File: config.mk
export PLATFORM = sky130hd
export DESIGN_NAME = udp_start_seq
export DESIGN_NICKNAME = d
export VERILOG_FILES = /design/src/rtl/udp_start_seq.sv
export SDC_FILE = /design/constraint.sdc
export NUM_CORES = 1
export LEC_CHECK = 0
export CAP_MARGIN = 5
export CELL_PAD_IN_SITES_DETAIL_PLACEMENT = 0
export CELL_PAD_IN_SITES_GLOBAL_PLACEMENT = 1
export CORE_MARGIN = 3
export CORE_UTILIZATION = 30
export DETAILED_ROUTE_END_ITERATION = 12
export GPL_TIMING_DRIVEN = 0
export PLACE_DENSITY_LB_ADDON = 0.1
export REMOVE_ABC_BUFFERS = 1
export SYNTH_ARGS = -nofsm -noshare
export SYNTH_HDL_FRONTEND = slang
export SYNTH_SLANG_ARGS = --single-unit
File: constraint.sdc
create_clock -name aclk -period 3 [get_ports aclk]
set_clock_uncertainty 0.2 [all_clocks]
set_input_delay 0.3 -clock aclk [delete_from_list [all_inputs] [get_ports aclk]]
set_output_delay 0.3 -clock aclk [all_outputs]
set_load 0.01 [all_outputs]
File: src/rtl/udp_start_seq.sv
// Queues per-channel UDP start masks from the host write port and issues them
// one channel at a time over a valid/ready handshake, tracking busy channels.
//
// state   | meaning
// IDLE    | waiting for enable and a queued mask; pops the FIFO head
// ISSUE   | walking cur_mask lowest bit first, one handshake per channel
module udp_start_seq #(
   parameter int DATA_WIDTH = 32,
   parameter int NUM_CH     = 4,
   parameter int FIFO_DEPTH = 8,
   parameter int ADDR_WIDTH = 4,
   parameter bit EN_RESET   = 1'b1,
   localparam int CH_W      = (NUM_CH > 1) ? $clog2(NUM_CH) : 1,
   localparam int CNT_W     = $clog2(FIFO_DEPTH) + 1
) (
   input  logic                  aclk,
   input  logic                  aresetn,
   input  logic [ADDR_WIDTH-1:0] wr_addr,
   input  logic [DATA_WIDTH-1:0] wr_data,
   input  logic                  wr_en,
   output logic                  start_valid,
   output logic [CH_W-1:0]       start_ch,
   input  logic                  start_ready,
   input  logic [NUM_CH-1:0]     done_i,
   output logic [NUM_CH-1:0]     busy_o,
   output logic [CNT_W-1:0]      fifo_count,
   output logic                  overflow_o
);

   localparam int PTR_W = CNT_W - 1;
   localparam logic [CNT_W-1:0] DEPTH_C = CNT_W'(FIFO_DEPTH);
   localparam logic [0:0] S_IDLE  = 1'b0;
   localparam logic [0:0] S_ISSUE = 1'b1;

   logic [NUM_CH-1:0] fifo_mem [FIFO_DEPTH];
   logic [PTR_W-1:0]  wr_ptr, rd_ptr;
   logic [CNT_W-1:0]  count;
   logic [0:0]        state;
   logic [NUM_CH-1:0] cur_mask, busy, ch_onehot, head, mask_left;
   logic              enable, overflow;
   logic              start_wr, ctrl_wr, fifo_full, push, pop, hs;
   logic [CH_W-1:0]   ch_sel;
   logic              unused_wr_data;

   // Only the low bits of wr_data are meaningful; fold the rest away.
   assign unused_wr_data = ^wr_data;

   always_comb begin
      start_wr  = wr_en && (wr_addr == '0);
      ctrl_wr   = wr_en && (wr_addr == ADDR_WIDTH'(1));
      fifo_full = (count == DEPTH_C);
      push      = start_wr && !fifo_full;
      pop       = (state == S_IDLE) && enable && (count != '0);
      head      = fifo_mem[rd_ptr];
   end

   always_comb begin
      ch_sel = '0;
      for (int i = NUM_CH - 1; i >= 0; i--) begin
         if (cur_mask[i]) ch_sel = CH_W'(i);
      end
      ch_onehot   = NUM_CH'(1) << ch_sel;
      mask_left   = cur_mask & ~ch_onehot;
      start_valid = (state == S_ISSUE) && !busy[ch_sel];
      hs          = start_valid && start_ready;
   end

   assign start_ch   = ch_sel;
   assign busy_o     = busy;
   assign fifo_count = count;
   assign overflow_o = overflow;

   always_ff @(posedge aclk) begin
      if (push) fifo_mem[wr_ptr] <= wr_data[NUM_CH-1:0];
   end

   always_ff @(posedge aclk or negedge aresetn) begin
      if (!aresetn) begin
         wr_ptr <= '0;
         rd_ptr <= '0;
         count  <= '0;
      end else begin
         if (push) wr_ptr <= wr_ptr + 1'b1;
         if (pop)  rd_ptr <= rd_ptr + 1'b1;
         case ({push, pop})
            2'b10:   count <= count + 1'b1;
            2'b01:   count <= count - 1'b1;
            default: count <= count;
         endcase
      end
   end

   always_ff @(posedge aclk or negedge aresetn) begin
      if (!aresetn) begin
         state    <= S_IDLE;
         cur_mask <= '0;
      end else begin
         case (state)
            S_IDLE: begin
               if (pop) begin
                  cur_mask <= head;
                  if (head != '0) state <= S_ISSUE;
               end
            end
            S_ISSUE: begin
               if (hs) begin
                  cur_mask <= mask_left;
                  if (mask_left == '0) state <= S_IDLE;
               end
            end
            default: state <= S_IDLE;
         endcase
      end
   end

   // A handshake and a done on the same channel leave it busy.
   always_ff @(posedge aclk or negedge aresetn) begin
      if (!aresetn) begin
         busy <= '0;
      end else begin
         busy <= (busy & ~done_i) | (hs ? ch_onehot : '0);
      end
   end

   always_ff @(posedge aclk or negedge aresetn) begin
      if (!aresetn) begin
         enable   <= EN_RESET;
         overflow <= 1'b0;
      end else begin
         if (ctrl_wr) begin
            enable <= wr_data[0];
            if (wr_data[1]) overflow <= 1'b0;
         end
         if (start_wr && fifo_full) overflow <= 1'b1;
      end
   end

endmodule

## After elaboration in Yosys (flattened, before gate mapping)

Memory sizes are Yosys's and may differ from the RTL's.
Cells that the tools add are included.

| cells by class | value |
|---|---|
| add/subtract/negate cells | 4 |
| equality and inequality tests | 6 |
| multiplexer cells | 21 |
| shifts and indexed selects | 1 |
| reductions and logical operators | 19 |
| magnitude comparators | 1 |
| bitwise logic cells | 6 |

Operators by type and width:

| kind | number |
|---|---|
| 4-bit one-hot mux with 2 select lines | 2 |
| 4-bit two-way mux | 3 |
| 1-bit two-way mux | 10 |
| 4-bit bitwise AND | 2 |
| 1-bit logical AND | 8 |
| 4-bit logical NOT | 2 |
| 2-bit two-way mux | 4 |
| 4-bit inverter | 2 |
| 4-bit nonzero test | 2 |
| 3-bit by 1-bit adder with 3-bit output (second input constant) | 2 |
| 2-bit nonzero test | 3 |
| 4-bit by 1-bit adder with 4-bit output (second input constant) | 1 |
| 4-bit by 1-bit == test with 1-bit output (second input constant) | 1 |
| 4-bit == test (second input constant) | 1 |
| 4-bit bitwise OR | 1 |
| 2-bit AND reduction | 2 |
| 1-bit by 2-bit << shifter with 4-bit output (first input constant) | 1 |
| 4-bit by 1-bit subtractor with 4-bit output (second input constant) | 1 |
| 2-bit by 3-bit < comparator with 1-bit output (second input constant) | 1 |
| 1-bit binary-select mux with 2-bit select | 1 |
| 2-bit by 1-bit == test with 1-bit output (second input constant) | 1 |
| 2-bit == test (second input constant) | 1 |
| 1-bit logical NOT | 2 |
| 2-bit by 1-bit != test with 1-bit output (second input constant) | 1 |
| other kinds (3) | 3 |

| storage, ports and cells | value |
|---|---|
| bits of input ports | 44 |
| memories kept | 1 |
| RAM bits | 32 |
| logic and storage cells | 67 |
| flip-flop bits (word level) | 21 |
| output and inout bits | 12 |

Memories:

| memory | words | bits a word | read ports | clocked after memory_dff | wr ports | line | text |
|---|---|---|---|---|---|---|---|
| fifo_mem | 8 | 4 | 1 | 0 | 1 | 35 | `logic [NUM_CH-1:0] fifo_mem [FIFO_DEPTH];` |

## Longest topological paths before layout

Gate-level depths: netlist (run 1).

| logic depth | value |
|---|---|
| depth in word-level cells | 11 |
| mapped depth | 11 |
| mapped depth without buffers | 11 |

## Worst setup path after synthesis (run 1)

OpenSTA, ideal clock, no wires.

| timing | value |
|---|---|
| path kind | flip-flop to flip-flop |
| from | reg count[1] (netlist: fifo_count[1]) |
| to | reg count[2] (netlist: fifo_count[2]) |
| library setup time | 0.130 ns |
| path slack | 0.291 ns |
| path buffers | 1 |
| period minus slack after synthesis | 2.709 ns |
| stages on the path, launching flop included | 11 |
| data required time | 2.670 ns |
| arrival time | 2.380 ns |
| cell sequence | dfrtp_1 or4_1 and3_1 buf_2 ha_1 xor2_1 ha_1 a21oi_1 xor2_1 nor2_1 xor2_1 |

| between the ends | value |
|---|---|
| elaborated cells on any way between the ends | 11 |
| classes of those cells | 2 x add/sub; 3 x eq/ne; 1 x mux; 5 x reduce/logical |

RTL lines:

| item | line | text |
|---|---|---|
| start: declaration | 37 | `logic [CNT_W-1:0] count;` |
| start signal: assignment | 86 | `2'b10: count <= count + 1'b1;` |
| start signal: assignment | 87 | `2'b01: count <= count - 1'b1;` |
| start signal: assignment | 88 | `default: count <= count;` |
| 4-bit nonzero test * | 53 | `pop = (state == S_IDLE) && enable && (count != '0);` |
| 1-bit logical AND * | 53 |  |
| named net pop | 41 | `logic start_wr, ctrl_wr, fifo_full, push, pop, hs;` |
| 2-bit by 1-bit == test with 1-bit output or 2-bit == test (tied branches) | 85 | `case ({push, pop})` |
| 4-bit one-hot mux with 2 select lines or 2-bit nonzero test (tied branches) | - |  |

Mark *: on every way through the listed nets, which the timed path passes. The rest lies on a longest branch.
A chain may end at the register's enable or synchronous reset.

## Worst setup path in the final report (run 1)

| timing | value |
|---|---|
| from | reg count[1] (netlist: fifo_count[1]) |
| to | reg count[2] (netlist: fifo_count[2]) |

| between the ends | value |
|---|---|
| cells in the longest elaborated chain, start to end | 5 |
| elaborated cells on any way between the ends | 11 |
| classes of those cells | 2 x add/sub; 3 x eq/ne; 1 x mux; 5 x reduce/logical |

Ends and longest elaborated chain:

| item | line | text |
|---|---|---|
| 4-bit == test | 51 | `fifo_full = (count == DEPTH_C);` |
| 1-bit logical NOT | 52 | `push = start_wr && !fifo_full;` |
| 1-bit logical AND | 52 |  |
| 2-bit by 1-bit == test with 1-bit output or 2-bit == test (tied branches) | 85 |  |
| 4-bit one-hot mux with 2 select lines or 2-bit nonzero test (tied branches) | - |  |

Parallel ways exist; a longest one is shown, timed or not.

==> summary.md, run 1 <==
| Metric | Value |
|---|---|
| Critical path's top delay family | simple AND/OR/NAND/NOR gates |
| CP Launch Type | register |
| HP Class | register to register |
| Fmax achieved | 350 MHz |
| Die height | 95.9 um |
| Crit path DAT | 2.85 ns |
| Number of core rows | 32 |
| Total clock sinks | between 50 and 60 |
| Leakage power | 1.04 nW |
| Hold Crit Start | wr_ptr[0] |
| Syn. warnings | 0 |
| Initial antenna violation count | 0 |
| Commonest non-fill, non-tap cells in the layout | edfxtp_1, clkdlybuf4s50_1, dfrtp_1, nand2_1, nor2_1 |
| Asr flop ratio synth | 0.396 |
| Top Ports | 56 |
| Worst slew margin | 0.345 |
| Post-DP Area | 2790 um2 |
| Routed len/inst | 14.8 um |
| Max cap viols | 0 |
| Crit Path Category | register to register |
| Clock Path Buffers | 2 |
| Final ANT Viol Nets | 0 |
| Final design instance area without fill | 2880 um2 |
| #FFs+latches synth | 53 |
| Crit path cell chain | or4_1 -> and3_1 -> ha_1 -> xor2_1 -> ha_1 -> a21oi_1 -> xor2_1 -> nor2_1 -> xor2_1 |
| Hold path endpoint | wr_ptr[0] |
| Core ar. | 7770 um2 |
| Initial core utilization | 0.312 |
| Count of cell types in the netlist | 39 |
| Max Used Layer | met4 |
| Hold Slack | 0.322 ns |
| Hold buffer count at cts | 0 |
| Peak supply drop | roughly 0.00042 V |
| Initial DRT Pass Iterations | 6 |
| WP buf/inv | 0 |
| Final RePlAce weighted congestion | 0.722 |
| Ys flop type | edfxtp_1 |
| CTS buffer count | 5 |
| Status | completed |
| Most common cell after layout, fill and taps aside | edfxtp_1 |
| Final min period | 2.86 ns |
| GRT Overall Usage | 0.106 |
| Critical Path Max Stage Delay | 0.53 ns |
| Grt total ovfl | 0 |
| RSZ-0062 raised after global routing | no |
| Area delta synth->final | 18.7% |
| # fillers | 763 |
| Total number of vias | roughly 1400 |
| Syn avg cell area | 13.7 um2 |
| CTS tree | done |
| Fin crit share | 0.954 |
| Most common cell on crit path | xor2_1 |
| Worst hold stages | 1 |
| Clk Latency, worst-skew pair | 0.30 ns |
| Routed met3 length | 149 um |
| Worst R2R Start | fifo_count[1] |
| Number of vias per cell | 4.69 |
| Final Setup Violations | 0 |
| Metal-1 WL | 2.12 mm |
| Htree depth | 2 |
| Hold Fails Final Rpt | 0 |
| Final Util | 0.370 |
| PortBufs | 27 |
| Root Driver | clkbuf_8 |
| Area taken by multi-input logic gates | 871 um2 |
| Post-CTS Resized | 0 |
| Worst-Margin Slew | 0.980 ns |
| Final layout net count | 253 |
| Worst setup EP type | register |
| Sequential Area | 1490 um2 |
| R2R cell count | 9 |
| Gate Count Post-Synth | 177 |
| Die area | 9190 um2 |
| Starting DRC count in detailed routing | 44 |
| Met2 WL | 2.22 mm |
| Drt drc | 0 |
| N_diodes | 0 |
| Reg2reg end | fifo_count[2] |
| Mapped Area | 2420 um2 |
| Power Density | 816 nW/um2 |
| DP HPWL | 3.28 mm |
| Req. time, crit path | 2.98 ns |
| Vias in the first global route | 1453 |
| Largest net degree at the start of global routing | 22 |
| Die W | 95.9 um |
| Slowest stage cell, crit path | or4_1 |
| Setup TNS | 0 ns |
| Share of layout cells above drive strength 1 | 0.0927 |
| R2r setup slk | ~0.14 ns |
| Final wirelength | 4.53 mm |
| Setup bufs post-CTS | 0 |
| Final slew viol count | 0 |
| Critical path fanouts, max | 12 |
| Seq/Total Area, Yosys | 0.614 |
| EDFF count, synth | 32 |
| CTS clk-pin slew, worst paths | 0.09 ns |
| Global-route wire length before repair | 7.47 mm |
-- routing by layer --
| metal | vias up | global-route usage |
|---|---|---|
| met4 | 0 | 0.0320 |
| met1 | 707 | 0.143 |
| li1 | 705 | - |
| met3 | 4 | 0.0266 |
| met5 | - | 0 |
| met2 | 23 | 0.170 |
-- Yosys cell counts (2+ instances only) --
cell       n  area share
edfxtp_1  32        0.40
dfrtp_1   20        0.21
nand2_1   16       0.025
nor2_1    13       0.020
inv_1      9       0.014
mux4_1     8       0.087
a21oi_1    7       0.014
mux2_2     7       0.033
nor3_1     7       0.014
o21ai_0    7       0.014
xor2_1     6       0.022
clkbuf_1   5      0.0077
ha_1       5       0.026
nand2b_1   5       0.013
xnor2_1    3       0.011
nand3_1    2      0.0041
nand3b_1   2      0.0062
o32ai_1    2      0.0072
-- where the power goes --
part	internal (mW)	switching, mW	leakage [nW]
sequential	0.897	0.219	0.545
clock	0.167	0.233	0.0456
combinational	0.468	0.364	0.452
-- worst register-to-register path: cells and delay by family (launching register included) --
family / cells / cell delay [ns]
AO/OA/AOI/OAI: 1 / 0.14
flip-flops: 1 / 0.47
XOR/XNOR: 3 / 0.46
adder cells (fa/ha/maj): 2 / 0.52
AND/OR/NAND/NOR: 3 / 0.96
-- cells by family (layout without fill, tap and decap cells) --
family	count (synthesis)	count (layout)	share of synthesized area
DFF	53	53	0.614
and+or+nand+nor	53	53	0.107
AOI/OAI and AO/OA	25	25	0.0687
muxes	16	16	0.123
buffers and inverters	16	44	0.0284
xor gates and xnor gates	9	9	0.0325
adders and majority gates	5	5	0.0258
-- worst max-delay path by stage --
stage               cells past startpoint     startpoint       endpoint
detailed placement                     12     wr_addr[1]  fifo_count[2]
global placement                       12     wr_addr[1]  fifo_count[2]
floorplan                               9  fifo_count[1]  fifo_count[2]
global route                            9  fifo_count[0]  fifo_count[2]
finish                                  9  fifo_count[1]  fifo_count[2]
CTS                                    12     wr_addr[1]  fifo_count[2]
-- state kept, by name, indices dropped and copies added (netlist names) --
name and count:
wr_ptr 3, fifo_count 4, state 1, enable 1, fifo_mem 32, cur_mask 4, busy_o 4, rd_ptr 3
overflow_o 1
-- layout make-up --
cell class / instances / area share
clock inverter: 2 / 0.00478
multi-input combinational: 108 / 0.303
inverter: 9 / 0.0117
timing repair buffer: 27 / 0.0940
sequential: 53 / 0.517
tap: 102 / 0.0444
clock buffer: 6 / 0.0252
-- per-stage QoR --
step | total power, mW | instances | setup slack, ns
final | 2.35 | 307 | 0.139
after global routing | 2.51 | 307 | 0.00675
after floorplan | 1.64 | 170 | 0.315
after detailed placement | 1.98 | 299 | -0.288
after CTS | 2.39 | 307 | 0.0348
after global placement | 1.97 | 299 | -0.270
No activity file was read; power rests on OpenSTA's default activity.
==> run 2, diff against run 1 <==
- CAP_MARGIN: 5 -> default
==> results of run 2 <==
Final layout, timing and power as in run 1 (identical DEF).
==> run 3, diff against run 2 <==
- clock period: 3 -> 2.9 ns (I/O delays scaled with it)
==> run 3 against run 2 <==
- sequential power rose by 4%
- via count fell by 0.35%
- total power rose by 3.6%
- global-route usage did not move
- non-clock buffer count did not move
- cell area rose by 0.35%
- maximum frequency rose by 3.4%
- highest routed layer unchanged
- die area did not move
- largest power group unchanged
- critical path depth did not move
- register-to-register slack barely moved
- sequential share of layout area fell by 0.18 points
- cell count did not move
==> summary.md, run 3 (same netlist as run 1, synthesis figures left out) <==
| Metric | Value |
|---|---|
| Status | completed |
| Die W | 95.9 um (unchanged) |
| Clock Path Buffers | 2 (unchanged) |
| Total number of vias | 1434 (-0.35%) |
| Final wirelength | 4.54 mm (+0.20%) |
| Htree depth | 2 (unchanged) |
| Number of vias per cell | 4.67 (-0.35%) |
| Die height | 95.9 um (unchanged) |
| Pwr Total | 2.43 mW (+3.6%) |
| Crit path cell chain | or4_1 -> and3_2 -> ha_1 -> xor2_1 -> ha_1 -> a21oi_1 -> xor2_1 -> nor2_1 -> xor2_1 |
| HP Class | input pin to async pin |
| Final ANT Viol Nets | 0 (unchanged) |
| Max cap viols | 0 (unchanged) |
| Req. time, crit path | 2.89 ns (-0.09 ns) |
| CTS buffer count | 5 (unchanged) |
| Core ar. | 7770 um2 (unchanged) |
| RSZ-0062 raised after global routing | no |
| Final RePlAce weighted congestion | 0.722 (unchanged) |
| Share of layout cells above drive strength 1 | 0.0976 (+0.00488) |
| PortBufs | 27 (unchanged) |
| Total clock sinks | 53 (unchanged) |
| Drt drc | 0 (unchanged) |
| DP HPWL | 3.28 mm (unchanged) |
| Grt total ovfl | 0 (unchanged) |
| Area delta synth->final | 19.1% |
| Commonest non-fill, non-tap cells in the layout | edfxtp_1, clkdlybuf4s50_1, dfrtp_1, nand2_1, nor2_1 |
| Critical Path Max Stage Delay | 0.52 ns (about the same) |
| Slowest stage cell, crit path | or4_1 |
| Routed len/inst | 14.8 um (+0.20%) |
| Root Driver | clkbuf_8 |
| Top Ports | 56 (unchanged) |
| Peak supply drop | 0.000436 V (+3.4%) |
| Hold Slack | 0.318 ns (-0.00346 ns) |
| Initial antenna violation count | 0 (unchanged) |
| Leakage power | 1.05 nW (+0.48%) |
| Power Density | 843 nW/um2 (+3.2%) |
| Most common cell after layout, fill and taps aside | edfxtp_1 |
| CTS clk-pin slew, worst paths | 0.10 ns (about the same) |
| Fin crit share | 0.954 (about the same) |
| Initial core utilization | 0.312 (unchanged) |
| N_diodes | 0 (unchanged) |
| Clk Latency, worst-skew pair | 0.30 ns (about the same) |
| # fillers | 762 (-0.13%) |
| Largest Register | fifo_mem |
| Vias in the first global route | 1451 (-0.14%) |
| Hold Fails Final Rpt | 0 (unchanged) |
| Final slew viol count | 0 (unchanged) |
| Most common cell on crit path | xor2_1 |
| Initial DRT Pass Iterations | 6 (unchanged) |
| Critical path fanouts, max | 12 (unchanged) |
| Die area | 9190 um2 (unchanged) |
| Number of core rows | 32 (unchanged) |
| Critical path's top delay family | simple AND/OR/NAND/NOR gates |
| Final layout net count | 253 (unchanged) |
| Global-route wire length before repair | 7.47 mm (about the same) |
| Largest net degree at the start of global routing | 22 (unchanged) |
| Final min period | 2.77 ns (-0.0938 ns) |
| Crit path DAT | 2.75 ns (-0.10 ns) |
| Worst slew margin | 0.344 (-0.00130) |
| Final Setup Violations | 0 (unchanged) |
| WP buf/inv | 0 (unchanged) |
| CTS tree | done |
| Crit Path Category | register to register |
| Largest register FFs | 32 (unchanged) |
| Worst setup EP type | register |
| GRT Overall Usage | 0.106 (unchanged) |
| Worst-Margin Slew | 0.982 ns (+0.00195 ns) |
| Hold buffer count at cts | 0 (unchanged) |
| Starting DRC count in detailed routing | 43 (-2.3%) |
| Fmax achieved | 361 MHz (+3.4%) |
| CP Launch Type | register |
run 3: path summary, 6_finish.rpt:
| path | cells past startpoint | endpoint | slack [ns] | startpoint |
|---|---|---|---|---|
| max | 9 | fifo_count[2] | 0.13 | fifo_count[1] |
| min reg2reg | 1 | wr_ptr[0] | 0.33 | wr_ptr[0] |
| min in group aclk | 1 | wr_ptr[0] | 0.33 | wr_ptr[0] |
| max reg2reg | 9 | fifo_count[2] | 0.13 | fifo_count[1] |
| max in group asynchronous | 1 | overflow_o | 1.58 | aresetn |
| min | 1 | busy_o[2] | 0.32 | aresetn |
run 3: worst register-to-register path: cells and delay by family (launching register included):
family | cells | cell delay, ns
AND/OR/NAND/NOR | 3 | 0.91
AO/OA/AOI/OAI | 1 | 0.14
XOR/XNOR | 3 | 0.46
adder cells (fa/ha/maj) | 2 | 0.47
flip-flops | 1 | 0.47
run 3: power by group:
part	switching, mW	internal (mW)	total, mW
Clock	0.242	0.173	0.414
Combinational	0.378	0.486	0.863
Sequential	0.227	0.928	1.16
run 3: what timing repair did:
item,4_1_cts,5_1_grt
buffers inserted,0,0
resized for setup,1,2
setup endpoints to repair,1,2
run 3: per-stage QoR:
step / setup TNS, ns / util / setup WS [ns] / cells / area, um2
global placement: -1.46 / 0.359 / -0.360 / 299 / 2790
global route: 0 / 0.372 / 0.00482 / 307 / 2890
floorplan: 0 / - / 0.215 / 170 / 2390
finish: 0 / 0.372 / 0.133 / 307 / 2890
CTS: 0 / 0.370 / 0.0316 / 307 / 2880
detailed placement: -1.59 / 0.359 / -0.378 / 299 / 2790
run 3: cell type report:
class	count	area, um2	share of cell area
clock buffers	6	72.6	0.0251
clock inverters	2	13.8	0.00477
inverters	9	33.8	0.0117
multi-input cells	108	881	0.305
flip-flops and latches	53	1490	0.515
well taps	102	128	0.0442
repair buffers	27	270	0.0936
run 3: layer usage:
metal / wire, um / GRT usage / vias up
li1: - / - / 705
met1: 2150 / 0.143 / 702
met2: 2210 / 0.170 / 23
met3: 149 / 0.0266 / 4
met4: 40 / 0.0320 / 0
met5: 0 / 0 / -
